--- config.mk ---
export PLATFORM = sky130hd
export DESIGN_NAME = grid_walker_param_flat
export DESIGN_NICKNAME = d
export VERILOG_FILES = /design/src/rtl/grid_walker_param_if.sv /design/src/rtl/grid_walker_param.sv /design/src/flat_wrapper.sv
export SDC_FILE = /design/constraint.sdc
export NUM_CORES = 1
export LEC_CHECK = 0
export ABC_AREA = 1
export CELL_PAD_IN_SITES_DETAIL_PLACEMENT = 0
export CELL_PAD_IN_SITES_GLOBAL_PLACEMENT = 2
export CORE_MARGIN = 5
export CORE_UTILIZATION = 25
export CTS_BUF_LIST = sky130_fd_sc_hd__clkbuf_4 sky130_fd_sc_hd__clkbuf_8 sky130_fd_sc_hd__clkbuf_16
export DETAILED_ROUTE_END_ITERATION = 8
export PLACE_DENSITY = 0.82
export SLEW_MARGIN = 10
export SYNTH_ARGS = -nofsm -noshare
export SYNTH_HDL_FRONTEND = slang
export SYNTH_SLANG_ARGS = --single-unit
--- constraint.sdc ---
create_clock -name clk -period 3.36 [get_ports clk]
set_clock_uncertainty 0.15 [all_clocks]
set_input_delay 0.672 -clock clk [delete_from_list [all_inputs] [get_ports clk]]
set_output_delay 0.672 -clock clk [all_outputs]
set_load 0.1 [all_outputs]
--- src/rtl/grid_walker_param_if.sv ---
// grid_walker_param_if
// Command channel for grid_walker_param.
//
// Handshake: a command transfers on a rising clk edge where cmd_valid and
// cmd_ready are both 1. The source holds cmd_valid, cmd_dir, cmd_steps and
// wrap_en stable until that edge. cmd_ready does not depend on cmd_valid.
//
// Signals:
//   cmd_valid  source -> walker  command present
//   cmd_ready  walker -> source  walker is idle and will take a command
//   cmd_dir    source -> walker  00 +x, 01 -x, 10 +y, 11 -y
//   cmd_steps  source -> walker  unit steps to take (0 allowed)
//   wrap_en    source -> walker  1 = wrap at edges, 0 = saturate
interface grid_walker_param_if #(
  parameter int STEP_W = 2
);
  logic              cmd_valid;
  logic              cmd_ready;
  logic [1:0]        cmd_dir;
  logic [STEP_W-1:0] cmd_steps;
  logic              wrap_en;

  modport master (
    output cmd_valid,
    output cmd_dir,
    output cmd_steps,
    output wrap_en,
    input  cmd_ready
  );

  modport slave (
    input  cmd_valid,
    input  cmd_dir,
    input  cmd_steps,
    input  wrap_en,
    output cmd_ready
  );
endinterface

--- src/rtl/grid_walker_param.sv ---
// grid_walker_param
// Holds an (x,y) position on a 2^COORD_W square grid and executes
// direction + step-count commands, one unit step per clock.
//
// Optional feature macro: GRID_WALKER_ODOMETER_EN
//   defined   -> odometer counts real position changes, saturating at 16'hFFFF
//   undefined -> odometer is tied to 0
//
// Ports:
//   clk        system clock, rising edge
//   rst_n      asynchronous active-low reset
//   cmd        command channel (grid_walker_param_if.slave)
//   busy       command in progress (MOVE or DONE)
//   done       one-cycle completion pulse (DONE state)
//   bound_hit  with done: some step of this command was blocked at an edge
//   pos_x      current x
//   pos_y      current y
//   led        {pos_y, pos_x}
//   odometer   total unit moves taken
//   state_dbg  FSM state encoding (0 IDLE, 1 MOVE, 2 DONE)
module grid_walker_param #(
  parameter int COORD_W = 4,
  parameter int STEP_W  = 2
) (
  input  logic                 clk,
  input  logic                 rst_n,
  grid_walker_param_if.slave   cmd,
  output logic                 busy,
  output logic                 done,
  output logic                 bound_hit,
  output logic [COORD_W-1:0]   pos_x,
  output logic [COORD_W-1:0]   pos_y,
  output logic [2*COORD_W-1:0] led,
  output logic [15:0]          odometer,
  output logic [1:0]           state_dbg
);

  typedef enum logic [1:0] {
    S_IDLE = 2'd0,
    S_MOVE = 2'd1,
    S_DONE = 2'd2
  } state_t;

  localparam logic [COORD_W-1:0] COORD_MAX = '1;
  localparam logic [COORD_W-1:0] COORD_ONE = COORD_W'(1);
  localparam logic [STEP_W-1:0]  STEP_ONE  = STEP_W'(1);

  state_t              state, next_state;
  logic [1:0]          dir_q;
  logic [STEP_W-1:0]   rem_q;
  logic                wrap_q;
  logic                blocked_q;

  logic [COORD_W-1:0]  cur_c;
  logic [COORD_W-1:0]  next_c;
  logic                at_edge;
  logic                step_blocked;
  logic                accept;

  assign accept = (state == S_IDLE) && cmd.cmd_valid;

  // Step datapath: pick the axis from dir[1], direction from dir[0].
  // Plain modular add/subtract gives wrap behaviour for free; saturate mode
  // only has to suppress the update when the coordinate sits on the edge.
  always_comb begin
    cur_c        = dir_q[1] ? pos_y : pos_x;
    at_edge      = dir_q[0] ? (cur_c == '0) : (cur_c == COORD_MAX);
    step_blocked = at_edge && !wrap_q;
    next_c       = dir_q[0] ? (cur_c - COORD_ONE) : (cur_c + COORD_ONE);
  end

  always_comb begin
    next_state = state;
    case (state)
      S_IDLE: if (cmd.cmd_valid) next_state = (cmd.cmd_steps == '0) ? S_DONE : S_MOVE;
      S_MOVE: if (rem_q == STEP_ONE) next_state = S_DONE;
      S_DONE: next_state = S_IDLE;
      default: next_state = S_IDLE;
    endcase
  end

  always_ff @(posedge clk or negedge rst_n) begin
    if (!rst_n) state <= S_IDLE;
    else        state <= next_state;
  end

  always_ff @(posedge clk or negedge rst_n) begin
    if (!rst_n) begin
      dir_q     <= '0;
      rem_q     <= '0;
      wrap_q    <= 1'b0;
      blocked_q <= 1'b0;
      pos_x     <= '0;
      pos_y     <= '0;
    end else if (accept) begin
      dir_q     <= cmd.cmd_dir;
      rem_q     <= cmd.cmd_steps;
      wrap_q    <= cmd.wrap_en;
      blocked_q <= 1'b0;
    end else if (state == S_MOVE) begin
      // The count decrements even on a blocked step so duration is fixed.
      rem_q <= rem_q - STEP_ONE;
      if (step_blocked) begin
        blocked_q <= 1'b1;
      end else if (dir_q[1]) begin
        pos_y <= next_c;
      end else begin
        pos_x <= next_c;
      end
    end
  end

`ifdef GRID_WALKER_ODOMETER_EN
  logic [15:0] odo_q;

  always_ff @(posedge clk or negedge rst_n) begin
    if (!rst_n) begin
      odo_q <= '0;
    end else if ((state == S_MOVE) && !step_blocked && (odo_q != 16'hFFFF)) begin
      odo_q <= odo_q + 16'd1;
    end
  end

  assign odometer = odo_q;
`else
  assign odometer = '0;
`endif

  assign cmd.cmd_ready = (state == S_IDLE);
  assign busy          = (state != S_IDLE);
  assign done          = (state == S_DONE);
  assign bound_hit     = (state == S_DONE) && blocked_q;
  assign led           = {pos_y, pos_x};
  assign state_dbg     = state;

endmodule

--- src/flat_wrapper.sv ---
// flat-port wrapper written by rule: the top's interface ports become plain ports
module grid_walker_param_flat 
#(
  parameter int COORD_W = 4,
  parameter int STEP_W  = 2
)
  (clk, rst_n, busy, done, bound_hit, pos_x, pos_y, led, odometer, state_dbg, cmd_cmd_valid, cmd_cmd_dir, cmd_cmd_steps, cmd_wrap_en, cmd_cmd_ready);
  grid_walker_param_if #(.STEP_W(STEP_W)) cmd_i ();
  input  logic clk;
  input  logic rst_n;
  output logic busy;
  output logic done;
  output logic bound_hit;
  output logic [COORD_W-1:0] pos_x;
  output logic [COORD_W-1:0] pos_y;
  output logic [2*COORD_W-1:0] led;
  output logic [15:0] odometer;
  output logic [1:0] state_dbg;
  input wire logic [$bits(cmd_i.cmd_valid)-1:0] cmd_cmd_valid;
  input wire logic [$bits(cmd_i.cmd_dir)-1:0] cmd_cmd_dir;
  input wire logic [$bits(cmd_i.cmd_steps)-1:0] cmd_cmd_steps;
  input wire logic [$bits(cmd_i.wrap_en)-1:0] cmd_wrap_en;
  output wire logic [$bits(cmd_i.cmd_ready)-1:0] cmd_cmd_ready;
  assign cmd_i.cmd_valid = cmd_cmd_valid;
  assign cmd_i.cmd_dir = cmd_cmd_dir;
  assign cmd_i.cmd_steps = cmd_cmd_steps;
  assign cmd_i.wrap_en = cmd_wrap_en;
  assign cmd_cmd_ready = cmd_i.cmd_ready;
  grid_walker_param #(.COORD_W(COORD_W), .STEP_W(STEP_W)) u_core (.clk(clk), .rst_n(rst_n), .cmd(cmd_i), .busy(busy), .done(done), .bound_hit(bound_hit), .pos_x(pos_x), .pos_y(pos_y), .led(led), .odometer(odometer), .state_dbg(state_dbg));
endmodule
# Yosys cells after proc, flatten, opt, wreduce, memory -nomap -nowiden
# Index checks and enable logic that the tools add are counted.
# classes
add_sub_neg	3
eq_ne	6
n_mux	12
n_bitwise	3
reduce_logical	14
# op_table
operator	count
2-bit two-way mux	5
4-bit two-way mux	2
4-bit AND reduction	2
2-bit nonzero test	3
4-bit by 1-bit adder with 4-bit output (second input constant)	1
2-bit by 1-bit == test with 1-bit output (second input constant)	2
4-bit == test (second input constant)	1
2-bit zero test	2
4-bit zero test	1
1-bit two-way mux	4
2-bit one-hot mux with 2 select lines	1
2-bit AND reduction	2
4-bit by 1-bit subtractor with 4-bit output (second input constant)	1
1-bit logical AND	3
1-bit NOT	3
2-bit == test (second input constant)	1
2-bit by 1-bit != test with 1-bit output (second input constant)	1
2-bit != test (second input constant)	1
2-bit by 1-bit subtractor with 2-bit output (second input constant)	1
1-bit zero test	1
# word_totals
regBits	16
in_bits	8
out_inout_bits	38
word_cells	45

# Longest topological paths before layout
# Gate-level depths: netlist (run 1).
# depth
word_depth	7
depth_mapped	13
mapped_depth_nobuf	11

# Worst setup path before layout (run 1)
# OpenSTA, ideal clock, no wires.
# synth_timing
path_kind	reg2out
start	register u_core.state[1], in the netlist u_core.state_dbg[1]
end	output port bound_hit
arrival_ns	3.195
t_required_ns	2.538
setup_slack_ns	-0.657
path_stages_with_launch	3
path_buffers	0
cell_sequence	dfrtp_1 inv_1 nor3_1
# synth_via
elab_chain_len	2
# synth_rtl
item	line	rtl
from (decl)	grid_walker_param.sv:48	state_t state, next_state;
from (signal assigned)	grid_walker_param.sv:84	else state <= next_state;
2-bit == test	grid_walker_param.sv:132	assign bound_hit = (state == S_DONE) && blocked_q;
1-bit logical AND	grid_walker_param.sv:132	
to (decl)	flat_wrapper.sv:13	output logic bound_hit;
# No other way between the ends.

# Worst setup path in the final report (run 1)
# layout_timing
start	register u_core.dir_q[1]
end	register u_core.pos_x[3]
# layout_via
elab_chain_len	6
word_cells_on_any_way	11
cone_classes	add/sub (2); eq/ne (1); mux (3); bitwise (2); reduce/logical (3)
# layout_rtl
item	line	rtl
from (decl)	grid_walker_param.sv:49	logic [1:0] dir_q;
from (signal assigned)	grid_walker_param.sv:96	dir_q <= cmd.cmd_dir;
4-bit two-way mux	grid_walker_param.sv:66	cur_c = dir_q[1] ? pos_y : pos_x;
4-bit == test / 4-bit zero test (equally long branches)	grid_walker_param.sv:67	at_edge = dir_q[0] ? (cur_c == '0) : (cur_c == COORD_MAX);
1-bit two-way mux	grid_walker_param.sv:67	
1-bit logical AND	grid_walker_param.sv:68	step_blocked = at_edge && !wrap_q;
1-bit NOT (no line)	n/a	
4-bit AND reduction (no line)	n/a	
to (signal assigned)	grid_walker_param.sv:108	pos_x <= next_c;
to (decl)	grid_walker_param.sv:31	output logic [COORD_W-1:0] pos_x,
# Several ways; a longest one is shown, not always the timed one.
# A chain may end at the register's enable or synchronous reset.

==> results of run 1 <==
[final timing paths]
path | from | to | slack (ns) | cells past startpoint
max | u_core.dir_q[1]$_DFFE_PN0P_ | u_core.pos_x[3]$_DFFE_PN0P_ | 1.26 | 10
min | u_core.rem_q[0]$_DFFE_PN0P_ | u_core.rem_q[0]$_DFFE_PN0P_ | 0.38 | 1
max reg2reg | u_core.dir_q[1]$_DFFE_PN0P_ | u_core.pos_x[3]$_DFFE_PN0P_ | 1.26 | 10
min reg2reg | u_core.rem_q[0]$_DFFE_PN0P_ | u_core.rem_q[0]$_DFFE_PN0P_ | 0.38 | 1
max in group asynchronous | rst_n | u_core.pos_y[1]$_DFFE_PN0P_ | 1.90 | 1
min in group asynchronous | rst_n | u_core.rem_q[0]$_DFFE_PN0P_ | 0.70 | 1
[state kept, by name (all words and copies together) (netlist names)]
signal / count
u_core.pos_x: 4
u_core.pos_y: 4
u_core.dir_q: 2
u_core.rem_q: 2
u_core.state_dbg: 2
u_core.blocked_q: 1
u_core.wrap_q: 1
[metal layers]
layer  track usage (%)  wire length, µm
met1              13.4             1320
met3              2.64              183
met4              2.10               26
met2              13.0             1180
met5                 0                0
[metrics by stage]
step | area [µm²] | setup slack [ns] | instances | utilization [%]
5_1_grt | 1380 | 1.07 | 231 | 29.6
6_report | 1380 | 1.26 | 231 | 29.6
4_1_cts | 1380 | 1.27 | 231 | 29.6
3_5_place_dp | 1320 | 1.13 | 227 | 28.4
3_3_place_gp | 1320 | 1.16 | 227 | 28.4
2_1_floorplan | 1240 | 0.0367 | 173 | -
[final cells by class]
cell class,instances,area [µm²],share of cell area (%)
multi-input cells,111,553,40.1
flip-flops and latches,16,400,29.1
repair buffers,29,235,17.1
well taps,54,67.6,4.90
inverters,17,66.3,4.81
clock buffers,4,55.1,4.00
[synthesized netlist by cell type (all sizes together)]
master / n
clkbuf: 2
fa: 1
nor2: 10
buf: 27
o21ai: 6
o211ai: 1
a22o: 1
nand2: 53
dfrtp: 16
a21o: 1
nor3: 1
a21oi: 1
ha: 3
o311ai: 1
o22ai: 2
nand3: 5
xnor2: 1
inv: 17
nand4: 8
conb: 1
[critical path, cell delays in order (launching register included)]
cell and delay, ns:
dfrtp_1 0.58, inv_4 0.15, nand2_1 0.10, nand2_1 0.11, ha_1 0.29, nand2_1 0.05
o21ai_0 0.17, nand2_1 0.07, nand2_1 0.12, nand4_1 0.13, nand2_1 0.09
[cells by family after synthesis]
kind of cell               count (synthesis)
DFF                                       16
and+or+nand+nor                           77
buffers and inverters                     46
xor gates and xnor gates                   1
adders and majority gates                  4
other                                      1
AOI/OAI and AO/OA                         13
==> flow_metrics.py, run 1 <==
metrics = {
    "status": {
        "status": "completed",
    },
    "setup_path": {
        "crit_type": "reg -> reg",
        "crit_required_ns": 3.40,
        "start_kind": "flip-flop",
        "cp.arrival_ns": 2.14,
        "critPathMaxFanout": 12,
        "cp-end-kind": "flip-flop",
    },
    "cts": {
        "cts.sinks": 16,
        "root_buffer": "clkbuf_8",
        "post_cts_buffers": 0,
        "ctsHoldBuffers": 0,
        "cts_resized": 0,
        "h-tree-depth": 1,
        "clock_path_buffers": 2,
        "cts_made_buffers": 3,
        "cts.clk_slew.worst_paths_ns": 0.06,
        "insertion_delay_ns": 0.25,
        "cts_tree": "done",
    },
    "placement": {
        "gp_congestion": 0.749,
        "io_buffers": 29,
        "place_hpwl_um": 2140,
    },
    "layout": {
        "n_antenna_cell": 0,
        "nets": 190,
        "final_cell_mix": "nand2_1, buf_4, inv_1, conb_1, dfrtp_1",
        "layout_commonest_cell": "nand2_1",
        "area_growth_pct": 17.0,
        "fillers": 509,
        "drive_gt1_share_pct": 19.2,
    },
    "worst_hold_path": {
        "hold_class": "reg -> reg",
    },
    "run": {
        "drv_cap": 0,
    },
    "timing": {
        "grt_setup_unrepaired": "no",
        "setup_viol": 0,
        "relSlewSlack_pct": 51.6,
        "hold_viol": 0,
        "hold_ws_ns": 0.382,
        "slew_viol_final": 0,
        "fin_setup_tns_ns": 0,
        "fin_crit_sh_pct": 62.6,
        "fmax_ghz": 0.476,
        "post-route-min-period_ns": 2.10,
        "tightest_slew_ns": 0.724,
    },
    "floorplan": {
        "die-area_mm2": 0.00618,
        "num_rows": 25,
        "num_io_pins": 46,
        "die_w_um": 78.6,
        "core_area_mm2": 0.00466,
        "die_y_um": 78.6,
        "start_util_pct": 25.3,
    },
    "yosys": {
        "synth_area_leaders": "dfrtp_1, nand2_1, buf_4, inv_1, nand4_1",
        "syn_avg_cell_area_um2": 7.45,
        "syn_inst": 158,
        "syn-cell-area_mm2": 0.00118,
        "yosys.area.top_type_share_pct": 34.0,
        "post_synth_fa_ha_maj_area_fraction_pct": 4.89,
        "synth_warnings": 0,
        "yosysSeqAreaShare_pct": 34.0,
        "synth_compound_area_share_pct": 6.80,
        "synth_top_family_by_area": "simple AND/OR/NAND/NOR gates",
        "ys_types": 25,
        "synth_top_area_cell": "dfrtp_1",
        "synth-xor-area-share_pct": 0.744,
        "synth_simple_gate_area_share_pct": 28.8,
        "ys_ff_latch": 16,
        "synth.area.mux_share_pct": 0,
    },
    "global_route": {
        "grt_pass1_wl_um": 4490,
        "gr-total-overflow": 0,
        "grt_max_degree": 17,
        "grt_pass1_vias": 910,
        "antenna_found_initial": 0,
        "grt_use_total_pct": 9.12,
    },
    "route": {
        "postRouteAntennaNets": 0,
        "wire_per_inst_um": 11.7,
        "drc_errors": 0,
        "dr.pass1.iters": 4,
        "drt_iter0_markers": 54,
        "drt_wl_total_um": 2700,
        "vias": 959,
        "routed_via_density": 4.15,
    },
}
Power of run 1 is left out: the tool's default activity adds up to more than one toggle a clock period on the data nets, which glitch-free logic cannot reach.
==> run 2, diff against run 1 <==
--- a/config.mk
+++ b/config.mk
@@ -9,10 +9,10 @@
 export CELL_PAD_IN_SITES_DETAIL_PLACEMENT = 0
 export CELL_PAD_IN_SITES_GLOBAL_PLACEMENT = 2
 export CORE_MARGIN = 5
-export CORE_UTILIZATION = 25
+export CORE_UTILIZATION = 23
 export CTS_BUF_LIST = sky130_fd_sc_hd__clkbuf_4 sky130_fd_sc_hd__clkbuf_8 sky130_fd_sc_hd__clkbuf_16
 export DETAILED_ROUTE_END_ITERATION = 8
-export PLACE_DENSITY = 0.82
+export PLACE_DENSITY = 0.76
 export SLEW_MARGIN = 10
 export SYNTH_ARGS = -nofsm -noshare
 export SYNTH_HDL_FRONTEND = slang
==> constraint.sdc (replaced) <==
create_clock -name clk -period 2.2 [get_ports clk]
set_clock_uncertainty 0.15 [all_clocks]
set_input_delay 0.44 -clock clk [delete_from_list [all_inputs] [get_ports clk]]
set_output_delay 0.44 -clock clk [all_outputs]
set_load 0.1 [all_outputs]
==> run 2 against run 1 <==
Setup slack worse by 1.0 ns. Count of clock-buffer cells in the layout unchanged. Cell count up 8.7%. Critical path type unchanged. Largest cell class unchanged. Highest routed layer unchanged.
==> flow_metrics.py, run 2 (same netlist as run 1, synthesis figures left out) <==
metrics = {
    "status": {
        "status": "completed",
    },
    "setup_path": {
        "cp_common_cell": "nand2_1",
        "cp_num_cells": 8,
        "crit_type": "reg -> reg",
        "critical-path-top-delay-family": "flip-flops",
        "cp-end-kind": "flip-flop",
        "crit_path_cell_trace": "clkinv_4 -> nand2_1 -> nand2_1 -> inv_1 -> fa_1 -> xnor2_1 -> nand4_1 -> nand2_1",
        "worst-path-buf-inv": 2,
        "start_kind": "flip-flop",
        "critPathMaxFanout": 12,
        "slowest_delay_ns": 0.48,
        "cp.arrival_ns": 2.00,
        "rr_worst_depth": 8,
        "crit_required_ns": 2.24,
        "cp_slowest_cell": "dfrtp_2",
    },
    "cts": {
        "insertion_delay_ns": 0.25,
        "cts.clk_slew.worst_paths_ns": 0.06,
        "cts_tree": "done",
        "cts.sinks": 16,
        "clock_path_buffers": 2,
        "root_buffer": "clkbuf_8",
        "h-tree-depth": 1,
        "ctsHoldBuffers": 0,
        "cts_made_buffers": 3,
    },
    "layout": {
        "final_cell_mix": "nand2_1, buf_4, conb_1, inv_1, dfrtp_1",
        "regArea_um2": 413,
        "top_regs": "u_core.pos_x (4), u_core.pos_y (4)",
        "fillers": 560,
        "multiInputGateArea_um2": 567,
        "nets": 194,
        "design_area_mm2": 0.00152,
        "n_antenna_cell": 0,
        "final-instance-count-excl-fill": 251,
        "area_growth_pct": 28.8,
        "layout_commonest_cell": "nand2_1",
        "drive_gt1_share_pct": 25.4,
    },
    "timing": {
        "fmax_ghz": 0.509,
        "grt_setup_unrepaired": "no",
        "fin_crit_sh_pct": 89.3,
        "hold_viol": 0,
        "hold_ws_ns": 0.366,
        "slew_viol_final": 0,
        "post-route-min-period_ns": 1.96,
        "setup_viol": 0,
    },
    "floorplan": {
        "die-area_mm2": 0.00665,
        "die_y_um": 81.5,
        "die_w_um": 81.5,
        "num_rows": 26,
        "num_io_pins": 46,
        "core_area_mm2": 0.00504,
        "start_util_pct": 23.3,
    },
    "placement": {
        "gp_congestion": 0.751,
        "place_hpwl_um": 2230,
        "dp.cells": 247,
        "io_buffers": 29,
        "dpl_cell_area_mm2": 0.00146,
    },
    "route": {
        "drt_iter0_markers": 64,
        "drc_errors": 0,
        "postRouteAntennaNets": 0,
        "wire_per_inst_um": 10.9,
        "routed_via_density": 3.86,
        "vias": 969,
        "drt_wl_total_um": 2740,
        "dr.pass1.iters": 4,
    },
    "global_route": {
        "grt_pass1_wl_um": 4440,
        "grt_use_total_pct": 8.70,
        "grt_pass1_vias": 942,
        "antenna_found_initial": 0,
        "gr-total-overflow": 0,
        "grt_max_degree": 17,
    },
    "run": {
        "drv_cap": 0,
    },
    "worst_hold_path": {
        "hold_class": "in -> async",
    },
}
==> run 2: changes by cell type in the layout (fill, tap and decap cells not counted), moves of 2 or more <==
cell | before | now
buf_12 | 0 | 5
dfrtp_1 | 16 | 10
dfrtp_2 | 0 | 4
dfrtp_4 | 0 | 2
==> run 2: final timing paths <==
| path | end | slack [ns] | startpoint |
|---|---|---|---|
| max | u_core.pos_x[2]$_DFFE_PN0P_ | 0.24 | u_core.dir_q[1]$_DFFE_PN0P_ |
| min | u_core.pos_x[3]$_DFFE_PN0P_ | 0.37 | rst_n |
| max reg2reg | u_core.pos_x[2]$_DFFE_PN0P_ | 0.24 | u_core.dir_q[1]$_DFFE_PN0P_ |
| min reg2reg | u_core.pos_x[2]$_DFFE_PN0P_ | 0.37 | u_core.pos_x[2]$_DFFE_PN0P_ |
| max in group asynchronous | u_core.state_dbg[0]$_DFFE_PN0P_ | 1.32 | rst_n |
| min in group clk | u_core.pos_x[2]$_DFFE_PN0P_ | 0.37 | u_core.pos_x[2]$_DFFE_PN0P_ |
==> run 2: final cells by class <==
cell class	instances	area share [%]
Timing Repair Buffer	33	21.6
Multi-Input combinational cell	111	37.4
Clock buffer	4	3.22
Tap cell	70	5.78
Sequential cell	16	27.2
Inverter	17	4.79
==> run 2: through the flow <==
stage	setup TNS (ns)	setup WS, ns	util, %
after floorplan	-0.250	-0.250	-
after global routing	0	0.0386	30.1
after detailed placement	0	0.138	29.0
final	0	0.236	30.1
after global placement	0	0.138	29.0
after CTS	0	0.124	30.0
==> run 2: metal layers <==
metal,GRT usage (%),vias up,part of all wire (%)
li1,-,505,-
met1,11.9,427,46
met2,13.4,33,45
met3,2.63,4,7.2
met4,2.20,0,1.6
met5,0,-,0
==> run 2: timing repair <==
| item | CTS | global route |
|---|---|---|
| gates resized for setup | 0 | 2 |
| setup buffers | 0 | 0 |
| endpoints found under the setup margin | 0 | 3 |
Power of run 2 is left out for the same reason.
